`src/rtl/uart_tx_sched_pkg.sv`:
```
// Shared encodings for the UART transmit scheduler: FSM states, the WAIT_BUSY
// guard length and the round-robin pointer wrap helper.
package uart_tx_sched_pkg;

    localparam int IDX_W        = 3;
    localparam int GUARD_CYCLES = 4;

    typedef enum logic [2:0] {
        ST_IDLE      = 3'd0,
        ST_ARB       = 3'd1,
        ST_LAUNCH    = 3'd2,
        ST_WAIT_BUSY = 3'd3,
        ST_WAIT_DONE = 3'd4
    } state_t;

    // Next requester after idx, wrapping at n.
    function automatic logic [IDX_W-1:0] wrap_inc(input logic [IDX_W-1:0] idx, input int n);
        logic [IDX_W:0] s;
        s = {1'b0, idx} + 4'd1;
        return (s >= 4'(n)) ? '0 : s[IDX_W-1:0];
    endfunction

endpackage

```
`src/rtl/uart_tx_sched_if.sv`:
```
// Requester/UART-side bundle of the transmit scheduler; the scheduler is the
// slave, the requesters plus uart_tx together form the master side.
interface uart_tx_sched_if #(parameter int NREQ = 2);
    import uart_tx_sched_pkg::*;

    logic [NREQ-1:0]   REQ;
    logic [8*NREQ-1:0] REQ_DATA;
    logic [NREQ-1:0]   REQ_LAST;
    logic [NREQ-1:0]   GNT;
    logic [7:0]        TX_DATA;
    logic              TX_GO;
    logic              TX_DONE;
    logic              BUSY;
    logic [IDX_W-1:0]  OWNER;
    logic              LOCKED;

    modport slave (
        input  REQ, REQ_DATA, REQ_LAST, TX_DONE,
        output GNT, TX_DATA, TX_GO, BUSY, OWNER, LOCKED
    );

    modport master (
        output REQ, REQ_DATA, REQ_LAST, TX_DONE,
        input  GNT, TX_DATA, TX_GO, BUSY, OWNER, LOCKED
    );

endinterface

```
`src/rtl/uart_tx_sched_rr_pick.sv`:
```
// Combinational round-robin pick: first set req bit at or after ptr, cyclic.
// Kept standalone so other shared-peripheral arbiters can reuse it.
module rr_pick
    import uart_tx_sched_pkg::*;
#(
    parameter int NREQ = 2
) (
    input  logic [NREQ-1:0]  req,
    input  logic [IDX_W-1:0] ptr,
    output logic             valid,
    output logic [IDX_W-1:0] idx
);

    logic [NREQ-1:0] rot;
    logic [IDX_W:0]  s;

    // rot[k] is requester (ptr+k) mod NREQ
    assign rot = NREQ'({req, req} >> ptr);

    always_comb begin
        valid = 1'b0;
        idx   = '0;
        s     = '0;
        for (int k = NREQ - 1; k >= 0; k--) begin
            if (rot[k]) begin
                valid = 1'b1;
                s     = 4'(ptr) + 4'(k);
                if (s >= 4'(NREQ))
                    s = s - 4'(NREQ);
                idx = s[IDX_W-1:0];
            end
        end
    end

endmodule

```
`src/rtl/uart_tx_sched.sv`:
```
// Round-robin scheduler sharing one uart_tx between NREQ byte requesters,
// with optional packet lock so multi-byte messages are not interleaved.
module uart_tx_sched
    import uart_tx_sched_pkg::*;
#(
    parameter int NREQ    = 2,
    parameter bit LOCK_EN = 1'b1
) (
    input  logic           CLK,
    input  logic           RSTb,
    uart_tx_sched_if.slave bus
);

    state_t           state_q, state_d;
    logic [IDX_W-1:0] ptr_q, ptr_d;
    logic [IDX_W-1:0] owner_q, owner_d;
    logic             locked_q, locked_d;
    logic [7:0]       data_q, data_d;
    logic [NREQ-1:0]  gnt_q, gnt_d;
    logic             go_q, go_d;
    logic             busy_q;
    logic [2:0]       guard_q, guard_d;

    logic             pick_valid;
    logic [IDX_W-1:0] pick_idx;
    logic [IDX_W-1:0] sel;
    logic             take;
    logic             owner_req;

    rr_pick #(.NREQ(NREQ)) u_pick (
        .req   (bus.REQ),
        .ptr   (ptr_q),
        .valid (pick_valid),
        .idx   (pick_idx)
    );

    assign owner_req = |(bus.REQ & (NREQ'(1) << owner_q));

    always_comb begin
        state_d  = state_q;
        ptr_d    = ptr_q;
        owner_d  = owner_q;
        locked_d = locked_q;
        data_d   = data_q;
        gnt_d    = '0;
        go_d     = 1'b0;
        guard_d  = guard_q;
        sel      = owner_q;
        take     = 1'b0;

        case (state_q)
            ST_IDLE: begin
                guard_d = '0;
                if (bus.TX_DONE && ((|bus.REQ) || locked_q))
                    state_d = ST_ARB;
            end
            ST_ARB: begin
                // A held lock is only ever released by the owner's LAST byte.
                if (locked_q) begin
                    if (owner_req) begin
                        take = 1'b1;
                        sel  = owner_q;
                    end
                end else if (pick_valid) begin
                    take = 1'b1;
                    sel  = pick_idx;
                end else begin
                    state_d = ST_IDLE;
                end
                if (take) begin
                    data_d   = 8'(bus.REQ_DATA >> {sel, 3'b000});
                    gnt_d    = NREQ'(1) << sel;
                    owner_d  = sel;
                    ptr_d    = wrap_inc(sel, NREQ);
                    locked_d = LOCK_EN && !(|(bus.REQ_LAST & (NREQ'(1) << sel)));
                    state_d  = ST_LAUNCH;
                end
            end
            ST_LAUNCH: begin
                go_d    = 1'b1;
                guard_d = '0;
                state_d = ST_WAIT_BUSY;
            end
            ST_WAIT_BUSY: begin
                // Guard against a UART that never reports busy.
                if (!bus.TX_DONE || guard_q == 3'(GUARD_CYCLES - 1))
                    state_d = ST_WAIT_DONE;
                else
                    guard_d = guard_q + 3'd1;
            end
            ST_WAIT_DONE: begin
                if (bus.TX_DONE)
                    state_d = ST_IDLE;
            end
            default: state_d = ST_IDLE;
        endcase
    end

    always_ff @(posedge CLK or negedge RSTb) begin
        if (!RSTb) begin
            state_q  <= ST_IDLE;
            ptr_q    <= '0;
            owner_q  <= '0;
            locked_q <= 1'b0;
            data_q   <= '0;
            gnt_q    <= '0;
            go_q     <= 1'b0;
            busy_q   <= 1'b0;
            guard_q  <= '0;
        end else begin
            state_q  <= state_d;
            ptr_q    <= ptr_d;
            owner_q  <= owner_d;
            locked_q <= locked_d;
            data_q   <= data_d;
            gnt_q    <= gnt_d;
            go_q     <= go_d;
            busy_q   <= (state_d != ST_IDLE);
            guard_q  <= guard_d;
        end
    end

    assign bus.GNT     = gnt_q;
    assign bus.TX_DATA = data_q;
    assign bus.TX_GO   = go_q;
    assign bus.BUSY    = busy_q;
    assign bus.OWNER   = owner_q;
    assign bus.LOCKED  = locked_q;

endmodule

```
`src/flat_wrapper.sv`:
```
// flat-port wrapper written by rule: the top's interface ports become plain ports
module uart_tx_sched_flat import uart_tx_sched_pkg::*;
#(
    parameter int NREQ    = 2,
    parameter bit LOCK_EN = 1'b1
)
  (CLK, RSTb, bus_REQ, bus_REQ_DATA, bus_REQ_LAST, bus_TX_DONE, bus_GNT, bus_TX_DATA, bus_TX_GO, bus_BUSY, bus_OWNER, bus_LOCKED);
  uart_tx_sched_if #(.NREQ(NREQ)) bus_i ();
  input  logic CLK;
  input  logic RSTb;
  input wire logic [$bits(bus_i.REQ)-1:0] bus_REQ;
  input wire logic [$bits(bus_i.REQ_DATA)-1:0] bus_REQ_DATA;
  input wire logic [$bits(bus_i.REQ_LAST)-1:0] bus_REQ_LAST;
  input wire logic [$bits(bus_i.TX_DONE)-1:0] bus_TX_DONE;
  output wire logic [$bits(bus_i.GNT)-1:0] bus_GNT;
  output wire logic [$bits(bus_i.TX_DATA)-1:0] bus_TX_DATA;
  output wire logic [$bits(bus_i.TX_GO)-1:0] bus_TX_GO;
  output wire logic [$bits(bus_i.BUSY)-1:0] bus_BUSY;
  output wire logic [$bits(bus_i.OWNER)-1:0] bus_OWNER;
  output wire logic [$bits(bus_i.LOCKED)-1:0] bus_LOCKED;
  assign bus_i.REQ = bus_REQ;
  assign bus_i.REQ_DATA = bus_REQ_DATA;
  assign bus_i.REQ_LAST = bus_REQ_LAST;
  assign bus_i.TX_DONE = bus_TX_DONE;
  assign bus_GNT = bus_i.GNT;
  assign bus_TX_DATA = bus_i.TX_DATA;
  assign bus_TX_GO = bus_i.TX_GO;
  assign bus_BUSY = bus_i.BUSY;
  assign bus_OWNER = bus_i.OWNER;
  assign bus_LOCKED = bus_i.LOCKED;
  uart_tx_sched #(.NREQ(NREQ), .LOCK_EN(LOCK_EN)) u_core (.CLK(CLK), .RSTb(RSTb), .bus(bus_i));
endmodule
```
`config.mk`:
```
export PLATFORM = sky130hd
export DESIGN_NAME = uart_tx_sched_flat
export DESIGN_NICKNAME = d
export VERILOG_FILES = /design/src/rtl/uart_tx_sched_pkg.sv /design/src/rtl/uart_tx_sched_if.sv /design/src/rtl/uart_tx_sched_rr_pick.sv /design/src/rtl/uart_tx_sched.sv /design/src/flat_wrapper.sv
export SDC_FILE = /design/constraint.sdc
export NUM_CORES = 1
export LEC_CHECK = 0
export BUFFER_PORTS_ARGS = -buffer_cell sky130_fd_sc_hd__buf_2
export CAP_MARGIN = 20
export CORE_MARGIN = 4
export CORE_UTILIZATION = 39
export DETAILED_ROUTE_END_ITERATION = 16
export GPL_TIMING_DRIVEN = 1
export PLACE_DENSITY_LB_ADDON = 0.2
export SKIP_LAST_GASP = 1
export SLEW_MARGIN = 5
export SYNTH_ARGS = -nofsm -noshare
export SYNTH_HDL_FRONTEND = slang
export SYNTH_SLANG_ARGS = --single-unit
```
`constraint.sdc`:
```
create_clock -name CLK -period 2.9 [get_ports CLK]
set_input_delay 0.58 -clock CLK [delete_from_list [all_inputs] [get_ports CLK]]
set_output_delay 0.58 -clock CLK [all_outputs]
set_load 0.02 [all_outputs]
```
==> reports/metrics.yaml, run 1 <==
grt_use_met3_pct: 3.022
grt_first_pass_wirelength_mm: 5.968
syn2layout_area_growth_pct: 20.63
rows: 22
endpoint_kind: "flop"
slew_headroom_pct: 63.91
max_stage_delay_ps: 500
drt-pass1-iter-count: 4
cp.required_ps: 3090
ys_seq_area_share_pct: 41.25
ys.flop_type: "dfrtp_1"
p_leak_nw: 0.9298
portBuffers: 38
cts_hold_buf: 0
cp_cell_sequence: "and3b_1 -> or4_4 -> or4b_4 -> nand3_1 -> inv_1 -> ha_1 -> or3_1 -> o31ai_1"
ys_warn_count: 0
core_mm2: 0.003716
grt_usage_pct: 14.69
hold_viol: 0
async_flop_share_pct: 100.0
status: "complete, no violations"
pwr_density_cell_mw_per_mm2: 901.8
fin_ws_ps: 270.7
syn-num-nets: 176
grt_max_degree: 26
layout_min_cycle_time_ps: 2629
vias_per_cell: 5.355
rsz0062_at_grt: "false"
clock_path_buffers: 2
hold_path_class: "in2async"
synth_most_common_cell: "dfrtp_1"
synth_common_cells: "dfrtp_1 (25), nand2_1 (14), mux2i_1 (12)"
synth-seq-cells: 25
syn_area_mm2: 0.001516
initial_core_util_pct: 40.81
tightest_slew_ps: 541.4
die_h_um: 70.36
antenna_found_initial: 0
dp_slack_ps: 6.637
vias: 1253
post-route-drc-count: 0
drive_above_1_share_pct: 31.72
antenna_left: 0
slowest_stage: "or4_4"
met2_usage_pct: 25.57
routed_wl_mm: 3.380
clk_pin_slew_ps: 100
grt_pass1_vias: 1275
critPathKind: "reg2reg"
cts_buffers: 3
die_area_mm2: 0.004950
drt_iter0_drc: 47
crit_buf_inv: 1
cp_top_family: "simple AND/OR/NAND/NOR gates"
grt-busiest-layer: "met2"
post_cts_resized: 0
h-tree-depth: 1
setup-tns-final_ps: 0
fin_skew_ps: 4.241
path_max_fanout: 3
cts_tree: "done"
min_period_over_period_pct: 90.66
dp_hpwl_mm: 2.550
drv_slew: 0
synth.area.top_cells: "dfrtp_1 (41%), mux2i_1 (7.9%), ha_1 (7.4%), o31ai_1 (5.0%), nand2_1 (3.5%)"
maxCapViolations: 0
start_kind: "flop"
ys_types: 45
synth-edff-count: 0
ioPinCount: 39
diodes: 0
met1_usage_pct: 18.25
fmax_mhz: 380.3
wl_per_cell_um: 14.44
syn_inst: 144
whs_ps: 272.1
worstPathArrival_ps: 2820
post_synth.cell_area_avg_um2: 10.53
cts.sinks: 25
gp_congestion: 0.8341
yosysTopAreaCell: "dfrtp_1"
num-nets-final: 219
setup_viol: 0
grt-ovfl-total: 0
root_buffer: "clkbuf_8"
cts_setup_buffers: 0
clk_latency_ps: 280
die_w_um: 70.36
synth_top_area_share_pct: 41.25
vdd_drop_max_mv: 0.4155
-- per-layer routing --
layer | up-vias | wire length [um]
li1 | 609 | -
met1 | 595 | 1468
met2 | 42 | 1696
met3 | 7 | 173
met4 | 0 | 41
met5 | - | 0
-- worst reg2reg max path, cell delays in order (launching register included) --
cell and delay [ps]:
dfrtp_1 400, and3b_1 210, or4_4 500, or4b_4 500, nand3_1 130, inv_1 60
ha_1 160, or3_1 360, o31ai_1 220
-- registers in the layout (all words and copies together) (netlist names) --
| name | cells |
|---|---|
| u_core.bus.TX_DATA | 8 |
| u_core.guard_q | 3 |
| u_core.bus.LOCKED | 1 |
| u_core.bus.OWNER | 3 |
| u_core.bus.TX_GO | 1 |
| u_core.bus.GNT | 2 |
| u_core.ptr_q | 3 |
| u_core.bus.BUSY | 1 |
| u_core.state_q | 3 |
-- report_power, final --
part / total (W) / internal, W / leakage, nW / switching [W]
logic: 0.000850 / 0.000349 / 0.578 / 0.000501
registers: 0.000576 / 0.000480 / 0.325 / 0.0000963
clock network: 0.000224 / 0.000101 / 0.0261 / 0.000123
-- logic make-up after synthesis --
logic type                 share of synthesized area [%]
and+or+nand+nor                                    17.66
xor gates and xnor gates                           2.723
buffers and inverters                              5.115
muxes                                              10.89
adders and majority gates                          7.426
AOI/OAI and AO/OA                                  14.93
DFF                                                41.25
-- area by class of cell --
type                            instances  area [um2]
Clock buffer                            3       41.29
Clock inverter                          1       8.758
Fill cell                             358        1887
Inverter                                8       30.03
Multi-Input combinational cell        103       813.3
Sequential cell                        25       625.6
Tap cell                               48       60.06
Timing Repair Buffer                   46       250.2
-- final timing paths --
kind                                              startpoint                           endpoint  slack (ps)  cells after the start
hold / removal                                          RSTb         u_core.bus.TX_GO$_DFF_PN0_         270                      1
max in group asynchronous                               RSTb        u_core.ptr_q[2]$_DFFE_PN0P_        2260                      1
min in group CLK           u_core.bus.TX_DATA[3]$_DFFE_PN0P_  u_core.bus.TX_DATA[3]$_DFFE_PN0P_         480                      2
setup / recovery                 u_core.ptr_q[0]$_DFFE_PN0P_        u_core.ptr_q[0]$_DFFE_PN0P_         270                      8
setup reg to reg                 u_core.ptr_q[0]$_DFFE_PN0P_        u_core.ptr_q[0]$_DFFE_PN0P_         270                      8
hold reg to reg            u_core.bus.TX_DATA[3]$_DFFE_PN0P_  u_core.bus.TX_DATA[3]$_DFFE_PN0P_         480                      2
-- metrics by stage --
stage | std cells | total power [W] | utilization, % | area (um2)
floorplan | 144 | 0.001167 | - | 1516
global placement | 230 | 0.001413 | 47.88 | 1779
detailed placement | 230 | 0.001442 | 47.88 | 1779
CTS | 234 | 0.001669 | 49.23 | 1829
global route | 234 | 0.001795 | 49.23 | 1829
finish | 234 | 0.001650 | 49.23 | 1829
-- placed cells by master, fill, tap and decap left out, types with 3 or more instances in the layout --
master	count
nand3b_1	3
o31ai_1	10
clkbuf_8	3
nand3_1	3
inv_1	8
nand2_1	14
o21ai_0	6
nor2_1	3
buf_4	8
buf_2	38
ha_1	9
mux2_2	3
mux2i_1	12
dfrtp_1	25
a21oi_1	3
Power figures use the tool's default switching activity.
==> run 2, diff against run 1 <==
clock period = 2.6 ns   (was 2.9 ns; I/O delays follow)
==> run 2 against run 1 <==
Effect of this change:
- critical path depth did not move
- first-iteration DRC count fell by 47%
- final cell count rose by 3.0%
- clock power rose by 3%
- cell area rose by 3.6%
- sequential power rose by 12%
- maximum frequency rose by 5.2%
- core utilization rose by 1.8 points
- sequential cell count did not move
- non-clock buffer count rose by 7
- critical endpoint unchanged
- highest routed layer unchanged
==> reports/metrics.yaml, run 2 (synthesis results as in run 1) <==
root_buffer: "clkbuf_8"
h-tree-depth: 1
core_mm2: 0.003716
placed_cell_area_mm2: 0.001829
reg2reg_to: "u_core.ptr_q[0]$_DFFE_PN0P_"
instances_no_fill: 241
dp_cells: 236
ioPinCount: 39
layout_min_cycle_time_ps: 2500
start_kind: "flop"
antenna_left: 0
post-route-drc-count: 0
hold_viol: 0
grt_first_pass_wirelength_mm: 5.761
die_area_mm2: 0.004950
largest_reg_flops: 8
grt_max_degree: 26
fin_ws_ps: 100.0
wl_per_cell_um: 14.12
hold_path_class: "in2async"
path_max_fanout: 3
cts_buffers: 3
slew_headroom_pct: 64.12
cts_tree: "done"
clk_pin_slew_ps: 90
r2r_cells: 8
critPathKind: "reg2reg"
layout_commonest_cell: "buf_2"
gp_congestion: 0.8268
fin_skew_ps: 6.564
portBuffers: 38
regToRegSetupSlack_ps: 100
rows: 22
num-nets-final: 226
finalPower_w: 0.001864
clk_latency_ps: 270
pwr_density_cell_mw_per_mm2: 984.0
worstPathArrival_ps: 2690
layout_common_cells: "buf_2 (38), dfrtp_1 (25), buf_4 (15), nand2_1 (14), mux2i_1 (12)"
fillCellCount: 334
grt-ovfl-total: 0
status: "complete, no violations"
antenna_found_initial: 0
syn2layout_area_growth_pct: 24.92
setup_viol: 0
grt_usage_pct: 14.64
vias: 1279
grt_pass1_vias: 1227
drt_iter0_drc: 25
clock_path_buffers: 2
routed_wl_mm: 3.402
die_h_um: 70.36
drv_slew: 0
p_leak_nw: 0.9699
dp_hpwl_mm: 2.581
finalInstanceArea_mm2: 0.001894
vdd_drop_max_mv: 0.5555
whs_ps: 219.8
cp.required_ps: 2790
drt-pass1-iter-count: 4
diodes: 0
die_w_um: 70.36
maxCapViolations: 0
initial_core_util_pct: 40.81
vias_per_cell: 5.307
fmax_mhz: 400.0
tightest_slew_ps: 538.3
reg2reg_from: "u_core.ptr_q[0]$_DFFE_PN0P_"
cts.sinks: 25
drive_above_1_share_pct: 34.72
endpoint_kind: "flop"
dp_slack_ps: -204.2
min_period_over_period_pct: 96.15
cts_hold_buf: 0
run 2: cell count changes in the layout (fill, tap and decap cells not counted):
cell	change
clkbuf_1	+1
nand3_1	-1
nand3_4	+1
o31ai_2	+1
inv_6	-1
o31ai_1	-1
buf_4	+7
run 2: cell type report:
| type | count | area [um2] | area share [%] |
|---|---|---|---|
| multi-input cells | 103 | 830.8 | 43.86 |
| inverters | 8 | 30.03 | 1.585 |
| clock buffers | 4 | 45.04 | 2.378 |
| flip-flops and latches | 25 | 625.6 | 33.03 |
| repair buffers | 53 | 302.8 | 15.98 |
| well taps | 48 | 60.06 | 3.170 |
run 2: routing by layer:
metal	vias up	track usage, %	wire [um]
li1	626	-	-
met1	603	18.98	1581
met2	45	22.35	1562
met3	5	4.460	206
met4	0	6.383	52
met5	-	0	0
run 2: how the worst max path moves through the flow:
stage / startpoint / endpoint / cells after the start
6_report: u_core.ptr_q[0]$_DFFE_PN0P_ / u_core.ptr_q[0]$_DFFE_PN0P_ / 8
3_5_place_dp: bus_REQ[1] / u_core.ptr_q[0]$_DFFE_PN0P_ / 9
5_1_grt: u_core.ptr_q[0]$_DFFE_PN0P_ / u_core.ptr_q[0]$_DFFE_PN0P_ / 8
2_1_floorplan: u_core.ptr_q[0]$_DFFE_PN0P_ / u_core.ptr_q[0]$_DFFE_PN0P_ / 9
3_3_place_gp: bus_REQ[1] / u_core.ptr_q[0]$_DFFE_PN0P_ / 9
4_1_cts: u_core.ptr_q[0]$_DFFE_PN0P_ / u_core.ptr_q[0]$_DFFE_PN0P_ / 8
run 2: through the flow:
step	setup TNS [ps]	utilization [%]
after floorplan	-73.21	-
after global placement	-177.5	49.23
after detailed placement	-204.2	49.23
after CTS	0	50.44
after global routing	-21.26	50.98
final	0	50.98
run 2: timing repair:
item | 4_1_cts | 5_1_grt
setup endpoints to repair | 0 | 1
setup buffers | 0 | 1
resized for setup | 0 | 2
run 2: report_power, final:
| group | total (W) | switching, W | internal (W) |
|---|---|---|---|
| Combinational | 0.000990 | 0.000571 | 0.000419 |
| Clock | 0.000230 | 0.000120 | 0.000110 |
| Sequential | 0.000644 | 0.000108 | 0.000536 |
run 2: critical path, stage by stage, from the launching register on:
cell and delay (ps):
dfrtp_1 390, and3b_1 190, or4_4 480, or4b_4 510, nand3_4 80, inv_1 50
ha_1 160, or3_1 380, o31ai_2 170
